File: config.mk
export PLATFORM = sky130hd
export DESIGN_NAME = tcp_con_mgr_flat
export DESIGN_NICKNAME = d
export VERILOG_FILES = /design/src/rtl/tcp_vlg_pkg.sv /design/src/rtl/tcp_ctl_ifc.sv /design/src/rtl/tcp_con_tmr.sv /design/src/rtl/tcp_con_mgr.sv /design/src/flat_wrapper.sv
export SDC_FILE = /design/constraint.sdc
export NUM_CORES = 1
export LEC_CHECK = 0
export BUFFER_PORTS_ARGS = -buffer_cell sky130_fd_sc_hd__buf_4
export CAP_MARGIN = 20
export CORE_MARGIN = 2
export CORE_UTILIZATION = 43
export CTS_CLUSTER_SIZE = 25
export DETAILED_ROUTE_END_ITERATION = 10
export PLACE_DENSITY = 0.73
export SLEW_MARGIN = 20
export SYNTH_ARGS = -nofsm -noshare
export SYNTH_HDL_FRONTEND = slang
export SYNTH_SLANG_ARGS = --single-unit
File: constraint.sdc
create_clock -name clk -period 2.43 [get_ports clk]
set_input_delay 0.1215 -clock clk [delete_from_list [all_inputs] [get_ports clk]]
set_output_delay 0.1215 -clock clk [all_outputs]
set_load 0.005 [all_outputs]
File: src/rtl/tcp_vlg_pkg.sv
`default_nettype none
// ============================================================================
// Module      : tcp_vlg_pkg
// Description : Shared types for the TCP engine control path: address/port
//               types, engine status codes and the connection-manager
//               FSM state encoding.
// Revision    : 1.0 - initial release
// ============================================================================
package tcp_vlg_pkg;

  typedef logic [31:0] ipv4_t;
  typedef logic [15:0] port_t;

  // Engine connection status as reported on the control interface.
  typedef enum logic [3:0] {
    tcp_closed       = 4'd0,
    tcp_listen       = 4'd1,
    tcp_syn_sent     = 4'd2,
    tcp_syn_received = 4'd3,
    tcp_established  = 4'd4,
    tcp_fin_wait_1   = 4'd5,
    tcp_fin_wait_2   = 4'd6,
    tcp_close_wait   = 4'd7,
    tcp_closing      = 4'd8,
    tcp_last_ack     = 4'd9,
    tcp_time_wait    = 4'd10
  } tcp_stat_t;

  // Connection manager states.
  typedef enum logic [2:0] {
    IDLE    = 3'd0,
    ARM     = 3'd1,
    WAIT    = 3'd2,
    UP      = 3'd3,
    BACKOFF = 3'd4,
    HOLD    = 3'd5
  } con_mgr_fsm_t;

endpackage
`default_nettype wire

File: src/rtl/tcp_ctl_ifc.sv
`default_nettype none
// ============================================================================
// Module      : tcp_ctl_ifc
// Description : Control interface between user logic and a TCP engine.
//               out : user side (drives requests, reads status/peer)
//               in  : engine side
// Revision    : 1.0 - initial release
// ============================================================================
interface tcp_ctl_ifc;
  import tcp_vlg_pkg::*;

  logic      connect;
  logic      listen;
  ipv4_t     rem_ipv4;
  port_t     rem_port;
  port_t     loc_port;
  tcp_stat_t status;
  ipv4_t     con_ipv4;
  port_t     con_port;

  modport out (
    output connect, listen, rem_ipv4, rem_port, loc_port,
    input  status, con_ipv4, con_port
  );

  modport in (
    input  connect, listen, rem_ipv4, rem_port, loc_port,
    output status, con_ipv4, con_port
  );
endinterface
`default_nettype wire

File: src/rtl/tcp_con_tmr.sv
`default_nettype none
// ============================================================================
// Module      : tcp_con_tmr
// Description : Loadable down-counter with a done flag. Shared between the
//               attempt-timeout and back-off phases of tcp_con_mgr.
// Ports       : clk, rst        - clock, synchronous active-high reset
//               load_i          - load load_val_i this cycle
//               load_val_i      - value to load (ticks - 1)
//               done_o          - counter has reached zero
// Revision    : 1.0 - initial release
// ============================================================================
module tcp_con_tmr #(
  parameter int CNT_W = 24
) (
  input  logic             clk,
  input  logic             rst,
  input  logic             load_i,
  input  logic [CNT_W-1:0] load_val_i,
  output logic             done_o
);

  logic [CNT_W-1:0] cnt_q;

  // Stops at zero, so it never wraps.
  always_ff @(posedge clk) begin
    if (rst) begin
      cnt_q <= '0;
    end else if (load_i) begin
      cnt_q <= load_val_i;
    end else if (cnt_q != '0) begin
      cnt_q <= cnt_q - CNT_W'(1);
    end
  end

  assign done_o = (cnt_q == '0);

endmodule
`default_nettype wire

File: src/rtl/tcp_con_mgr.sv
`default_nettype none
// ============================================================================
// Module      : tcp_con_mgr
// Description : User-side driver of the TCP control interface. Runs client
//               connect or server listen with attempt timeout, retry
//               back-off, a retry limit and automatic re-arm on drop.
// Ports       : clk, rst                 - clock, sync active-high reset
//               en                       - 1 = manage connection
//               server                   - 1 = listen, 0 = connect
//               cfg_rem_ipv4/rem_port    - client target
//               cfg_loc_port             - local port
//               ctl                      - control interface to the engine
//               connected                - link is up
//               peer_ipv4/peer_port      - peer captured on link up
//               attempts                 - attempts since leaving IDLE
//               give_up                  - retry limit reached (sticky)
// Revision    : 1.0 - initial release
// ============================================================================
module tcp_con_mgr
  import tcp_vlg_pkg::*;
#(
  parameter int TIMEOUT_TICKS = 1250000,
  parameter int BACKOFF_TICKS = 125000,
  parameter int MAX_RETRIES   = 0,
  parameter int CNT_W         = 24
) (
  input  logic          clk,
  input  logic          rst,
  input  logic          en,
  input  logic          server,
  input  ipv4_t         cfg_rem_ipv4,
  input  port_t         cfg_rem_port,
  input  port_t         cfg_loc_port,
  tcp_ctl_ifc.out       ctl,
  output logic          connected,
  output ipv4_t         peer_ipv4,
  output port_t         peer_port,
  output logic [7:0]    attempts,
  output logic          give_up
);

  localparam logic [CNT_W-1:0] c_tmo_load = CNT_W'(TIMEOUT_TICKS - 1);
  localparam logic [CNT_W-1:0] c_bko_load = CNT_W'(BACKOFF_TICKS - 1);

  con_mgr_fsm_t state_q, state_d;
  logic         server_q, server_d;
  ipv4_t        rem_ipv4_q, rem_ipv4_d;
  port_t        rem_port_q, rem_port_d;
  port_t        loc_port_q, loc_port_d;
  logic         connect_q, connect_d;
  logic         listen_q, listen_d;
  logic         connected_q, connected_d;
  ipv4_t        peer_ipv4_q, peer_ipv4_d;
  port_t        peer_port_q, peer_port_d;
  logic [7:0]   attempts_q, attempts_d;
  logic         give_up_q, give_up_d;
  // Engine has left tcp_closed during this attempt; a later return to
  // closed means the attempt was refused.
  logic         seen_open_q, seen_open_d;

  logic             tmr_load;
  logic [CNT_W-1:0] tmr_val;
  logic             tmr_done;

  tcp_con_tmr #(.CNT_W(CNT_W)) u_tmr (
    .clk        (clk),
    .rst        (rst),
    .load_i     (tmr_load),
    .load_val_i (tmr_val),
    .done_o     (tmr_done)
  );

  always_comb begin
    state_d     = state_q;
    server_d    = server_q;
    rem_ipv4_d  = rem_ipv4_q;
    rem_port_d  = rem_port_q;
    loc_port_d  = loc_port_q;
    peer_ipv4_d = peer_ipv4_q;
    peer_port_d = peer_port_q;
    attempts_d  = attempts_q;
    give_up_d   = give_up_q;
    seen_open_d = seen_open_q;
    tmr_load    = 1'b0;
    tmr_val     = '0;

    case (state_q)
      IDLE: begin
        if (en && ctl.status == tcp_closed) begin
          server_d   = server;
          rem_ipv4_d = cfg_rem_ipv4;
          rem_port_d = cfg_rem_port;
          loc_port_d = cfg_loc_port;
          attempts_d = 8'd1;
          state_d    = ARM;
        end
      end

      ARM: begin
        tmr_load    = 1'b1;
        tmr_val     = c_tmo_load;
        seen_open_d = 1'b0;
        state_d     = WAIT;
      end

      WAIT: begin
        if (ctl.status != tcp_closed) begin
          seen_open_d = 1'b1;
        end
        // Established is tested first so it wins over a same-cycle timeout.
        if (ctl.status == tcp_established) begin
          peer_ipv4_d = ctl.con_ipv4;
          peer_port_d = ctl.con_port;
          state_d     = UP;
        end else if (!server_q &&
                     (tmr_done || (seen_open_q && ctl.status == tcp_closed))) begin
          tmr_load = 1'b1;
          tmr_val  = c_bko_load;
          state_d  = BACKOFF;
        end
      end

      UP: begin
        if (ctl.status != tcp_established) begin
          tmr_load = 1'b1;
          tmr_val  = c_bko_load;
          state_d  = BACKOFF;
        end
      end

      BACKOFF: begin
        if (tmr_done) begin
          if (MAX_RETRIES != 0 && int'(attempts_q) >= MAX_RETRIES) begin
            give_up_d = 1'b1;
            state_d   = HOLD;
          end else if (ctl.status == tcp_closed) begin
            if (attempts_q != 8'hFF) begin
              attempts_d = attempts_q + 8'd1;
            end
            state_d = ARM;
          end
        end
      end

      HOLD: begin
        state_d = HOLD;
      end

      default: begin
        state_d = IDLE;
      end
    endcase

    // Releasing en overrides every event seen this cycle.
    if (!en) begin
      state_d    = IDLE;
      attempts_d = 8'd0;
      give_up_d  = 1'b0;
    end

    // Request levels are held through WAIT and UP; the ARM cycle itself
    // is where the level gets registered.
    connect_d   = !server_q && (state_d == WAIT || state_d == UP);
    listen_d    =  server_q && (state_d == WAIT || state_d == UP);
    connected_d = (state_d == UP);
  end

  always_ff @(posedge clk) begin
    if (rst) begin
      state_q     <= IDLE;
      server_q    <= 1'b0;
      rem_ipv4_q  <= '0;
      rem_port_q  <= '0;
      loc_port_q  <= '0;
      connect_q   <= 1'b0;
      listen_q    <= 1'b0;
      connected_q <= 1'b0;
      peer_ipv4_q <= '0;
      peer_port_q <= '0;
      attempts_q  <= 8'd0;
      give_up_q   <= 1'b0;
      seen_open_q <= 1'b0;
    end else begin
      state_q     <= state_d;
      server_q    <= server_d;
      rem_ipv4_q  <= rem_ipv4_d;
      rem_port_q  <= rem_port_d;
      loc_port_q  <= loc_port_d;
      connect_q   <= connect_d;
      listen_q    <= listen_d;
      connected_q <= connected_d;
      peer_ipv4_q <= peer_ipv4_d;
      peer_port_q <= peer_port_d;
      attempts_q  <= attempts_d;
      give_up_q   <= give_up_d;
      seen_open_q <= seen_open_d;
    end
  end

  assign ctl.connect  = connect_q;
  assign ctl.listen   = listen_q;
  assign ctl.rem_ipv4 = rem_ipv4_q;
  assign ctl.rem_port = rem_port_q;
  assign ctl.loc_port = loc_port_q;

  assign connected = connected_q;
  assign peer_ipv4 = peer_ipv4_q;
  assign peer_port = peer_port_q;
  assign attempts  = attempts_q;
  assign give_up   = give_up_q;

endmodule
`default_nettype wire

File: src/flat_wrapper.sv
// flat-port wrapper written by rule: the top's interface ports become plain ports
module tcp_con_mgr_flat import tcp_vlg_pkg::*;
#(
  parameter int TIMEOUT_TICKS = 1250000,
  parameter int BACKOFF_TICKS = 125000,
  parameter int MAX_RETRIES   = 0,
  parameter int CNT_W         = 24
)
  (clk, rst, en, server, cfg_rem_ipv4, cfg_rem_port, cfg_loc_port, connected, peer_ipv4, peer_port, attempts, give_up, ctl_connect, ctl_listen, ctl_rem_ipv4, ctl_rem_port, ctl_loc_port, ctl_status, ctl_con_ipv4, ctl_con_port);
  tcp_ctl_ifc ctl_i ();
  input  logic clk;
  input  logic rst;
  input  logic en;
  input  logic server;
  input  ipv4_t cfg_rem_ipv4;
  input  port_t cfg_rem_port;
  input  port_t cfg_loc_port;
  output logic connected;
  output ipv4_t peer_ipv4;
  output port_t peer_port;
  output logic [7:0] attempts;
  output logic give_up;
  output wire logic [$bits(ctl_i.connect)-1:0] ctl_connect;
  output wire logic [$bits(ctl_i.listen)-1:0] ctl_listen;
  output wire logic [$bits(ctl_i.rem_ipv4)-1:0] ctl_rem_ipv4;
  output wire logic [$bits(ctl_i.rem_port)-1:0] ctl_rem_port;
  output wire logic [$bits(ctl_i.loc_port)-1:0] ctl_loc_port;
  input wire logic [$bits(ctl_i.status)-1:0] ctl_status;
  input wire logic [$bits(ctl_i.con_ipv4)-1:0] ctl_con_ipv4;
  input wire logic [$bits(ctl_i.con_port)-1:0] ctl_con_port;
  assign ctl_connect = ctl_i.connect;
  assign ctl_listen = ctl_i.listen;
  assign ctl_rem_ipv4 = ctl_i.rem_ipv4;
  assign ctl_rem_port = ctl_i.rem_port;
  assign ctl_loc_port = ctl_i.loc_port;
  assign ctl_i.status = ctl_status;
  assign ctl_i.con_ipv4 = ctl_con_ipv4;
  assign ctl_i.con_port = ctl_con_port;
  tcp_con_mgr #(.TIMEOUT_TICKS(TIMEOUT_TICKS), .BACKOFF_TICKS(BACKOFF_TICKS), .MAX_RETRIES(MAX_RETRIES), .CNT_W(CNT_W)) u_core (.clk(clk), .rst(rst), .en(en), .server(server), .cfg_rem_ipv4(cfg_rem_ipv4), .cfg_rem_port(cfg_rem_port), .cfg_loc_port(cfg_loc_port), .ctl(ctl_i), .connected(connected), .peer_ipv4(peer_ipv4), .peer_port(peer_port), .attempts(attempts), .give_up(give_up));
endmodule
* Word level (Yosys, flattened, before mapping) *
Index checks and enable logic that the tools add are counted.

storage, ports and cells
  output and inout bits = 124
  logic and storage cells = 77
  bits in registers = 152
  input port bits = 120

cells by class
  bitwise logic cells = 1
  reductions and logical operators = 21
  equality and inequality tests = 15
  add/sub/neg operators = 2
  muxes and demuxes = 25

operator list
  cell                   count
  $mux 24                3
  $pmux 24 s3            1
  $mux 17                2
  $mux 8                 4
  $logic_not 24->1       1
  $reduce_bool 24->1     1
  $sub 24x1->24 const B  1
  $mux 3                 7
  $pmux 3 s6             1
  $pmux 8 s2             1
  $eq 3x2->1 const B     4
  $ne 2x1->1 const B     5
  $add 8x1->8 const B    1
  $ne 8x8->1 const B     1
  $eq 3x3->1 const B     2
  $reduce_and 2->1       3
  $reduce_bool 2->1      3
  $logic_and 1x1->1      5
  $reduce_and 5->1       1
  $eq 4x3->1 const B     1
  $logic_not 4->1        1
  $mux 1                 4
  $ne 4x3->1 const B     1
  $reduce_bool 4->1      1
  other kinds (8)        9

* Longest topological paths before layout *
Gate-level depths: netlist of run 1.

  depth after elaboration = 11
  depth in mapped cells = 10
  gate-level depth less buffers = 7

* Modules after synthesis *
From an unflattened synthesis of run 1, not the netlist that was laid out.

second synthesis, totals
  cell total of the unflattened synthesis = 744
  area total of the unflattened synthesis = 5911.9 um^2

by module, submodules not included
  module       cells each  seq. area each (um^2)  area each (um^2)  times used
  tcp_con_mgr  583         2562.5                 4601.9            1
  tcp_con_tmr  161         480.5                  1310.0            1

* Worst setup path before layout of run 1 *
Ideal clock, no wire load.

  kind = register -> register
  start = register u_core.u_tmr.cnt_q[0]
  end = register u_core.u_tmr.cnt_q[9]
  arrival time = 1.907 ns
  library setup time = 0.091 ns
  required time = 2.339 ns
  clock period less this slack = 1.998 ns
  setup slack = 0.432 ns
  stages on the path, launching flop included = 10
  buffers on the path = 2
  path through = dfxtp_1 > inv_1 > ha_1 > nor4b_1 > and3_1 > clkbuf_1 > and3_1 > buf_4 > or4_1 > a311oi_1

between the ends
  cells in the longest elaborated chain, start to end = 7
  elaborated cells between the ends (all ways) = 11
  classes of those cells = add/sub (1); mux (5); reduce/logical (5)

RTL lines
  item                                                                   RTL line           text
  start: declaration                                                     tcp_con_tmr.sv:22  logic [CNT_W-1:0] cnt_q;
  start signal: assignment                                               tcp_con_tmr.sv:29  cnt_q <= load_val_i;
  start signal: assignment                                               tcp_con_tmr.sv:31  cnt_q <= cnt_q - CNT_W'(1);
  parallel branches: the longest is 7 deep, another holds $sub 24x1->24  --

Several ways; the timed one is not identified. The select of a mux whose other input is x is not followed.
A chain may end at the register's enable or synchronous reset.

* Final worst setup path of run 1 *
  start = register u_core.u_tmr.cnt_q[0]
  end = register u_core.u_tmr.cnt_q[7]

Same word-level chain as after synthesis.

==> results of run 1 <==
layout make-up:
| cell class | instances | area (sq um) | area share [%] |
|---|---|---|---|
| Timing Repair Buffer | 373 | 3120 | 32.0 |
| Sequential cell | 152 | 3040 | 31.3 |
| Multi-Input combinational cell | 547 | 2750 | 28.3 |
| Clock buffer | 25 | 495 | 5.09 |
| Tap cell | 180 | 225 | 2.31 |
| Clock inverter | 7 | 67.6 | 0.694 |
| Inverter | 8 | 30.0 | 0.309 |
synth_stat cells (all sizes together) (2+ instances only):
master,count
a2111o,2
a211oi,5
a21boi,2
a21oi,139
a22oi,2
a31oi,4
and3,5
and4,2
buf,14
clkbuf,33
dfxtp,152
ha,3
inv,8
mux2i,3
nand2,250
nand2b,8
nand3,13
nand3b,2
nand4,5
nor2,17
nor3,5
nor3b,2
nor4,7
nor4b,3
o2111ai,2
o211a,2
o21ai,12
o22ai,3
o2bb2ai,2
o31a,4
o31ai,6
o41ai,2
or2,6
or3,4
or4,7
xnor2,5
sequential cells by signal, indices dropped and copies added, names as in the netlist:
signal	cells
u_core.connected	1
u_core.ctl.rem_ipv4	32
u_core.server_q	1
u_core.u_tmr.cnt_q	24
u_core.peer_port	16
u_core.peer_ipv4	32
u_core.ctl.connect	1
u_core.attempts	8
u_core.state_q	3
u_core.ctl.listen	1
u_core.seen_open_q	1
u_core.ctl.rem_port	16
u_core.ctl.loc_port	16
layout by cell type, fill, tap and decap left out, types with 3 or more instances in the layout:
master,instances
nor3_1,4
xnor2_1,5
ha_1,3
clkinvlp_4,3
inv_1,7
or3_1,4
nor4_1,5
clkbuf_16,17
buf_12,3
a211oi_1,5
a31oi_1,4
dlygate4sd3_1,112
dfxtp_1,152
and3_1,4
or2_1,3
o21ai_0,10
nor2_1,17
buf_4,258
nand4_1,4
clkbuf_1,4
mux2i_1,3
nand2b_1,8
or4_1,7
o22ai_1,3
nand2_1,250
o31a_1,4
clkinv_2,3
clkbuf_8,4
nand3_1,12
a21oi_1,139
o31ai_1,6
logic make-up after synthesis:
logic type	count (synthesis)	share of synthesized area, %
buffers and inverters	55	3.89
DFF	152	50.5
AOI/OAI and AO/OA	195	18.5
other	1	0.0623
muxes	3	0.499
adders and majority gates	3	0.624
xor gates and xnor gates	5	0.727
and+or+nand+nor	340	25.2
worst register-to-register path, delay by kind of cell, from the launching register on:
kind                     cells  cell delay, ns
AND/OR/NAND/NOR              4            1.40
AO/OA/AOI/OAI                1            0.08
flip-flops                   1            0.33
buffers and inverters        1            0.13
adder cells (fa/ha/maj)      1            0.15
power groups by stage:
| stage | Clock, uW | Combinational, uW | Sequential [uW] |
|---|---|---|---|
| 2_1_floorplan | 0 | 1160 | 2830 |
| 3_3_place_gp | 0 | 1650 | 2870 |
| 3_5_place_dp | 0 | 1660 | 2880 |
| 4_1_cts | 2530 | 1820 | 2830 |
| 5_1_grt | 2630 | 2040 | 2850 |
| 6_report | 2490 | 1860 | 2830 |
worst paths after layout:
path / end / depth (start not counted) / slack (ns)
max: u_core.u_tmr.cnt_q[7]$_SDFFE_PP0P_ / 7 / 0.21
min: u_core.attempts[1]$_SDFFE_PP0P_ / 3 / 0.01
max reg2reg: u_core.u_tmr.cnt_q[7]$_SDFFE_PP0P_ / 7 / 0.21
min reg2reg: u_core.ctl.rem_ipv4[7]$_SDFFE_PP0P_ / 2 / 0.45
routing by layer:
layer	global-route usage [%]	part of all wire, %	up-vias
met5	0	0	-
met4	11.3	3.2	0
met3	7.16	7.1	49
met2	44.2	50	243
met1	30.8	40	3033
li1	-	-	3261
per-stage QoR:
stage / hold WS [ns] / setup slack [ns] / area (sq um)
6_report: 0.0144 / 0.214 / 9730
5_1_grt: 0.0343 / 0.0104 / 9730
4_1_cts: 0.00215 / 0.232 / 9730
3_5_place_dp: 0.376 / 0.221 / 8050
3_3_place_gp: 0.367 / 0.257 / 8050
2_1_floorplan: 0.257 / 0.432 / 6020
repair_timing:
item / in CTS / in global routing
hold buffers: 112 / 0
endpoints found under the hold margin: 112 / 0
setup buffers: 0 / 0
==> impl_metrics.xml, run 1 <==
<?xml version="1.0" encoding="UTF-8"?>
<metrics>
  <group name="outcome">
    <metric name="status" unit="">finished, final reports clean</metric>
  </group>
  <group name="yosys">
    <metric name="syn_nets" unit="">877</metric>
    <metric name="ys_async_sr_fraction" unit="%">0</metric>
    <metric name="post_synth_instance_area" unit="sq um">6020</metric>
    <metric name="synth-edff-count" unit="">0</metric>
    <metric name="ys.warnings.count" unit="">0</metric>
    <metric name="synth.top_cells.by_area" unit="">dfxtp_1, nand2_1, a21oi_1</metric>
    <metric name="seq_area_frac_synth" unit="%">50.5</metric>
    <metric name="postSynth.topFlopCell" unit="">dfxtp_1</metric>
    <metric name="synth_cell_type_count" unit="">62</metric>
    <metric name="synthesis.area_per_instance" unit="sq um">7.99</metric>
    <metric name="synth_top_cell_area_share" unit="%">50.5</metric>
    <metric name="netlist.top_cell.by_area" unit="">dfxtp_1</metric>
    <metric name="synth_cells" unit="">754</metric>
    <metric name="yosys_register_bits" unit="">152</metric>
  </group>
  <group name="drt">
    <metric name="postRouteWirelength" unit="um">19900</metric>
    <metric name="detailedRoute.firstIterationViolations" unit="">375</metric>
    <metric name="drtAntennaViolNets" unit="">0</metric>
    <metric name="drtPass1Iterations" unit="">5</metric>
    <metric name="drc_errors" unit="">0</metric>
    <metric name="wl_per_cell" unit="um">15.4</metric>
    <metric name="vias_per_cell" unit="">5.10</metric>
    <metric name="route.vias.total" unit="">6586</metric>
  </group>
  <group name="power_and_ir_drop">
    <metric name="power.share.switching" unit="%">29.8</metric>
    <metric name="power.clock.fraction" unit="%">34.7</metric>
    <metric name="power.switching" unit="uW">2140</metric>
    <metric name="cellPowerDensity" unit="nW/um^2">737</metric>
    <metric name="power.internal" unit="uW">5030</metric>
    <metric name="p_leak" unit="uW">0.00396</metric>
    <metric name="seqPwrFrac" unit="%">39.5</metric>
    <metric name="peakVddDrop" unit="mV">0.522</metric>
    <metric name="totalPowerFinal" unit="uW">7170</metric>
    <metric name="p_comb_share" unit="%">25.9</metric>
  </group>
  <group name="placement">
    <metric name="place_inst" unit="">1148</metric>
    <metric name="port-buffer-count" unit="">242</metric>
    <metric name="dp.final_hpwl" unit="um">12300</metric>
    <metric name="final_weighted_congestion_in_routability_driven_placement" unit="">0.879</metric>
  </group>
  <group name="floorplan">
    <metric name="num_io_pins" unit="">244</metric>
    <metric name="design.die.area" unit="sq um">15000</metric>
    <metric name="fp.coreArea" unit="sq um">13800</metric>
    <metric name="die_w" unit="um">122</metric>
    <metric name="cell_row_count" unit="">43</metric>
    <metric name="initial_core_utilization" unit="%">43.7</metric>
    <metric name="die_height" unit="um">122</metric>
  </group>
  <group name="timing">
    <metric name="min_period" unit="ns">2.22</metric>
    <metric name="slew_headroom" unit="%">58.8</metric>
    <metric name="worst_slew_pin_slew" unit="ns">0.612</metric>
    <metric name="tns" unit="ns">0</metric>
    <metric name="final-max-slew-violation-count" unit="">0</metric>
    <metric name="clock.fmax" unit="GHz">0.451</metric>
    <metric name="finalSetupViolCount" unit="">0</metric>
    <metric name="fin_skew" unit="ns">0.00868</metric>
    <metric name="grt_setup_unrepaired" unit="">false</metric>
    <metric name="hold_viol_final" unit="">0</metric>
    <metric name="final_min_period_over_clock_period" unit="%">91.2</metric>
  </group>
  <group name="cts">
    <metric name="cts-root-to-sink-buffers" unit="">2</metric>
    <metric name="clock-sinks" unit="">152</metric>
    <metric name="cts.repair.resized" unit="">0</metric>
    <metric name="tritoncts" unit="">done</metric>
    <metric name="htree_num_levels" unit="">4</metric>
    <metric name="tritoncts_buffers" unit="">17</metric>
    <metric name="worst_setup_hold_path_clk_slew" unit="ns">0.06</metric>
    <metric name="clockRootBuffer" unit="">clkbuf_16</metric>
    <metric name="insertion_delay" unit="ns">0.41</metric>
  </group>
  <group name="min_path">
    <metric name="holdCritStartpoint" unit="">en</metric>
    <metric name="hold_path_class" unit="">in -&gt; reg</metric>
  </group>
  <group name="setup_path">
    <metric name="worst_setup_path_start" unit="">u_core.u_tmr.cnt_q[0]$_SDFFE_PP0P_</metric>
    <metric name="worst_ep_required_time" unit="ns">2.71</metric>
    <metric name="critical_path.endpoint_type" unit="">flip-flop</metric>
    <metric name="critical-path-top-delay-family" unit="">simple AND/OR/NAND/NOR gates</metric>
    <metric name="worstPathBufferInverterCount" unit="">1</metric>
    <metric name="worst-path-max-fanout" unit="">16</metric>
    <metric name="setup.worst_path.class" unit="">reg -&gt; reg</metric>
    <metric name="crit_path_frequent_cell" unit="">and3_1</metric>
    <metric name="critPathArrivalTime" unit="ns">2.50</metric>
    <metric name="worst_r2r_startpoint" unit="">u_core.u_tmr.cnt_q[0]$_SDFFE_PP0P_</metric>
    <metric name="timing.critical_path.cells" unit="">inv_1 &gt; ha_1 &gt; nor4b_1 &gt; and3_1 &gt; and3_1 &gt; or2_1 &gt; a21oi_1</metric>
    <metric name="max_stage_delay" unit="ns">0.50</metric>
    <metric name="critPathLaunchType" unit="">flip-flop</metric>
    <metric name="cpMaxStageDelayCell" unit="">and3_1</metric>
  </group>
  <group name="finish">
    <metric name="post_route_cells_drive_above_1_share" unit="%">27.0</metric>
    <metric name="final_nets" unit="">1222</metric>
    <metric name="final_core_util" unit="%">70.6</metric>
    <metric name="area_growth_syn_to_layout" unit="%">61.6</metric>
    <metric name="num_antenna_cells" unit="">0</metric>
    <metric name="fillerInstances" unit="">1040</metric>
    <metric name="non_filler_instance_count_after_layout" unit="">1292</metric>
  </group>
  <group name="grt">
    <metric name="largest_net_degree_at_the_start_of_global_routing" unit="">53</metric>
    <metric name="grt_pass1_wl" unit="um">31100</metric>
    <metric name="grt_overflow" unit="">0</metric>
    <metric name="initial_antenna_violation_count" unit="">0</metric>
    <metric name="globalRouteTotalUtil" unit="%">26.0</metric>
    <metric name="first_global_vias" unit="">6474</metric>
  </group>
  <group name="job">
    <metric name="maxCapViolations" unit="">0</metric>
  </group>
</metrics>
Power figures use the tool's default switching activity.
==> run 2: changes to the inputs <==
Settings changed: CELL_PAD_IN_SITES_DETAIL_PLACEMENT from default to 0, CELL_PAD_IN_SITES_GLOBAL_PLACEMENT from default to 1, CORE_UTILIZATION 43 to 34, PLACE_DENSITY 0.73 to 0.81.
==> run 2 against run 1 <==
Against the previous run: non-clock buffer count grew 4; combinational power grew 3%; core utilization shrank 14 points; cell count grew 3.8%; hold slack gained 0.014 ns; via count shrank 1.5%; total power grew 4.8%; sequential share of layout area shrank 0.46 points; design area grew 1.5%; first-iteration DRC count shrank 33%; routed wire length shrank 2.4%; setup slack gained 0.084 ns.
==> impl_metrics.xml, run 2 (synthesis results as in run 1) <==
<?xml version="1.0" encoding="UTF-8"?>
<metrics>
  <group name="setup_path">
    <metric name="cpMaxStageDelayCell" unit="">or4_1</metric>
    <metric name="worst-path-max-fanout" unit="">9</metric>
    <metric name="max_stage_delay" unit="ns">0.41</metric>
    <metric name="timing.critical_path.cells" unit="">nor4_4 &gt; buf_4 &gt; nand4_4 &gt; or3_1 &gt; or4_1 &gt; a21oi_1</metric>
    <metric name="worst_ep_required_time" unit="ns">2.78</metric>
    <metric name="critical_path.endpoint_type" unit="">flip-flop</metric>
    <metric name="setup.worst_path.class" unit="">reg -&gt; reg</metric>
    <metric name="critPathLaunchType" unit="">flip-flop</metric>
    <metric name="critPathArrivalTime" unit="ns">2.48</metric>
  </group>
  <group name="floorplan">
    <metric name="fp.coreArea" unit="sq um">17300</metric>
    <metric name="die_w" unit="um">137</metric>
    <metric name="num_io_pins" unit="">244</metric>
    <metric name="design.die.area" unit="sq um">18800</metric>
    <metric name="die_height" unit="um">137</metric>
    <metric name="cell_row_count" unit="">48</metric>
    <metric name="initial_core_utilization" unit="%">34.8</metric>
  </group>
  <group name="timing">
    <metric name="worst_slew_pin_slew" unit="ns">0.534</metric>
    <metric name="min_period" unit="ns">2.13</metric>
    <metric name="worst_hold_slack" unit="ns">0.0288</metric>
    <metric name="fin_skew" unit="ns">0.0161</metric>
    <metric name="grt_setup_unrepaired" unit="">false</metric>
    <metric name="finalSetupViolCount" unit="">0</metric>
    <metric name="tns" unit="ns">0</metric>
    <metric name="final_min_period_over_clock_period" unit="%">87.8</metric>
    <metric name="hold_viol_final" unit="">0</metric>
    <metric name="slew_headroom" unit="%">64.0</metric>
    <metric name="clock.fmax" unit="GHz">0.469</metric>
    <metric name="final-max-slew-violation-count" unit="">0</metric>
  </group>
  <group name="drt">
    <metric name="detailedRoute.firstIterationViolations" unit="">250</metric>
    <metric name="drc_errors" unit="">0</metric>
    <metric name="vias_per_cell" unit="">4.84</metric>
    <metric name="drtAntennaViolNets" unit="">0</metric>
    <metric name="route.vias.total" unit="">6489</metric>
    <metric name="drtPass1Iterations" unit="">5</metric>
    <metric name="wl_per_cell" unit="um">14.5</metric>
    <metric name="postRouteWirelength" unit="um">19400</metric>
  </group>
  <group name="cts">
    <metric name="cts.repair.resized" unit="">0</metric>
    <metric name="cts-root-to-sink-buffers" unit="">2</metric>
    <metric name="clockRootBuffer" unit="">clkbuf_16</metric>
    <metric name="insertion_delay" unit="ns">0.43</metric>
    <metric name="worst_setup_hold_path_clk_slew" unit="ns">0.06</metric>
    <metric name="tritoncts_buffers" unit="">17</metric>
    <metric name="tritoncts" unit="">done</metric>
    <metric name="cts-hold-fix-buffers" unit="">113</metric>
    <metric name="cts_setup_buffers" unit="">0</metric>
    <metric name="clock-sinks" unit="">152</metric>
    <metric name="htree_num_levels" unit="">4</metric>
  </group>
  <group name="finish">
    <metric name="most_frequent_standard_cell_in_the_layout_excluding_fill_and_tap_cells" unit="">buf_4</metric>
    <metric name="final_nets" unit="">1226</metric>
    <metric name="post_route_cells_drive_above_1_share" unit="%">27.4</metric>
    <metric name="non_filler_instance_count_after_layout" unit="">1341</metric>
    <metric name="layout_common_cells" unit="">buf_4, nand2_1, dfxtp_1</metric>
    <metric name="num_antenna_cells" unit="">0</metric>
    <metric name="design_area" unit="sq um">9870</metric>
    <metric name="area_growth_syn_to_layout" unit="%">64.0</metric>
  </group>
  <group name="grt">
    <metric name="globalRouteTotalUtil" unit="%">20.2</metric>
    <metric name="initial_antenna_violation_count" unit="">0</metric>
    <metric name="largest_net_degree_at_the_start_of_global_routing" unit="">96</metric>
    <metric name="first_global_vias" unit="">6230</metric>
    <metric name="grt_pass1_wl" unit="um">30400</metric>
    <metric name="grt_util_met1" unit="%">25.0</metric>
    <metric name="grtUsageMet3" unit="%">6.48</metric>
    <metric name="gr-max-usage-layer" unit="">met2</metric>
    <metric name="grt_overflow" unit="">0</metric>
    <metric name="groute.layer.met2.usage" unit="%">33.1</metric>
  </group>
  <group name="placement">
    <metric name="dpl_cell_area" unit="sq um">8120</metric>
    <metric name="final_weighted_congestion_in_routability_driven_placement" unit="">0.877</metric>
    <metric name="port-buffer-count" unit="">242</metric>
    <metric name="place_inst" unit="">1196</metric>
    <metric name="dp.final_hpwl" unit="um">12600</metric>
  </group>
  <group name="power_and_ir_drop">
    <metric name="peakVddDrop" unit="mV">0.579</metric>
    <metric name="p_leak" unit="uW">0.00401</metric>
    <metric name="totalPowerFinal" unit="uW">7510</metric>
    <metric name="cellPowerDensity" unit="nW/um^2">761</metric>
  </group>
  <group name="job">
    <metric name="maxCapViolations" unit="">0</metric>
  </group>
  <group name="outcome">
    <metric name="status" unit="">finished, final reports clean</metric>
  </group>
  <group name="min_path">
    <metric name="hold_path_class" unit="">in -&gt; reg</metric>
  </group>
</metrics>
[run 2: cell count changes in the layout (fill, tap and decap cells not counted)]
cell	before	now
inv_6	0	4
clkinv_2	3	1
buf_4	258	261
clkbuf_8	4	2
clkbuf_1	4	1
bufinv_16	1	3
dlygate4sd3_1	112	113
clkinv_4	0	2
clkinvlp_4	3	2
[run 2: stage by stage]
| step | util, % | setup slack, ns |
|---|---|---|
| global placement | 47.0 | 0.347 |
| global route | 57.1 | 0.0737 |
| floorplan | - | 0.432 |
| finish | 57.1 | 0.298 |
| detailed placement | 47.0 | 0.313 |
| CTS | 57.1 | 0.309 |
[run 2: final cells by class]
type | instances | area, sq um
Fill cell | 1575 | 7420
Timing Repair Buffer | 377 | 3150
Sequential cell | 152 | 3040
Multi-Input combinational cell | 547 | 2750
Clock buffer | 20 | 457
Tap cell | 225 | 282
Clock inverter | 12 | 163
Inverter | 8 | 30.0
[run 2: final timing paths]
path / cells after the start / startpoint / to / slack [ns]
setup / recovery: 6 / u_core.u_tmr.cnt_q[4]$_SDFFE_PP0P_ / u_core.u_tmr.cnt_q[18]$_SDFFE_PP0P_ / 0.30
hold / removal: 3 / en / u_core.attempts[1]$_SDFFE_PP0P_ / 0.03
setup reg to reg: 6 / u_core.u_tmr.cnt_q[4]$_SDFFE_PP0P_ / u_core.u_tmr.cnt_q[18]$_SDFFE_PP0P_ / 0.30
hold reg to reg: 2 / u_core.peer_ipv4[14]$_SDFFE_PP0P_ / u_core.peer_ipv4[14]$_SDFFE_PP0P_ / 0.46
[run 2: per-layer routing]
layer	part of all wire, %	vias to the layer above
li1	-	3268
met1	43	2974
met2	48	227
met3	7.6	20
met4	1.2	0
met5	0	-
[run 2: critical path, delay by kind of cell, from the launching register on]
family | cells | cell delay [ns]
AO/OA/AOI/OAI | 1 | 0.15
buffers and inverters | 1 | 0.21
flip-flops | 1 | 0.38
AND/OR/NAND/NOR | 4 | 1.34
[run 2: power by group]
group	leakage, uW	internal, uW	switching, uW	total, uW
clock network	0.000298	1690	1080	2760
logic	0.00248	908	1010	1920
registers	0.00123	2660	177	2830
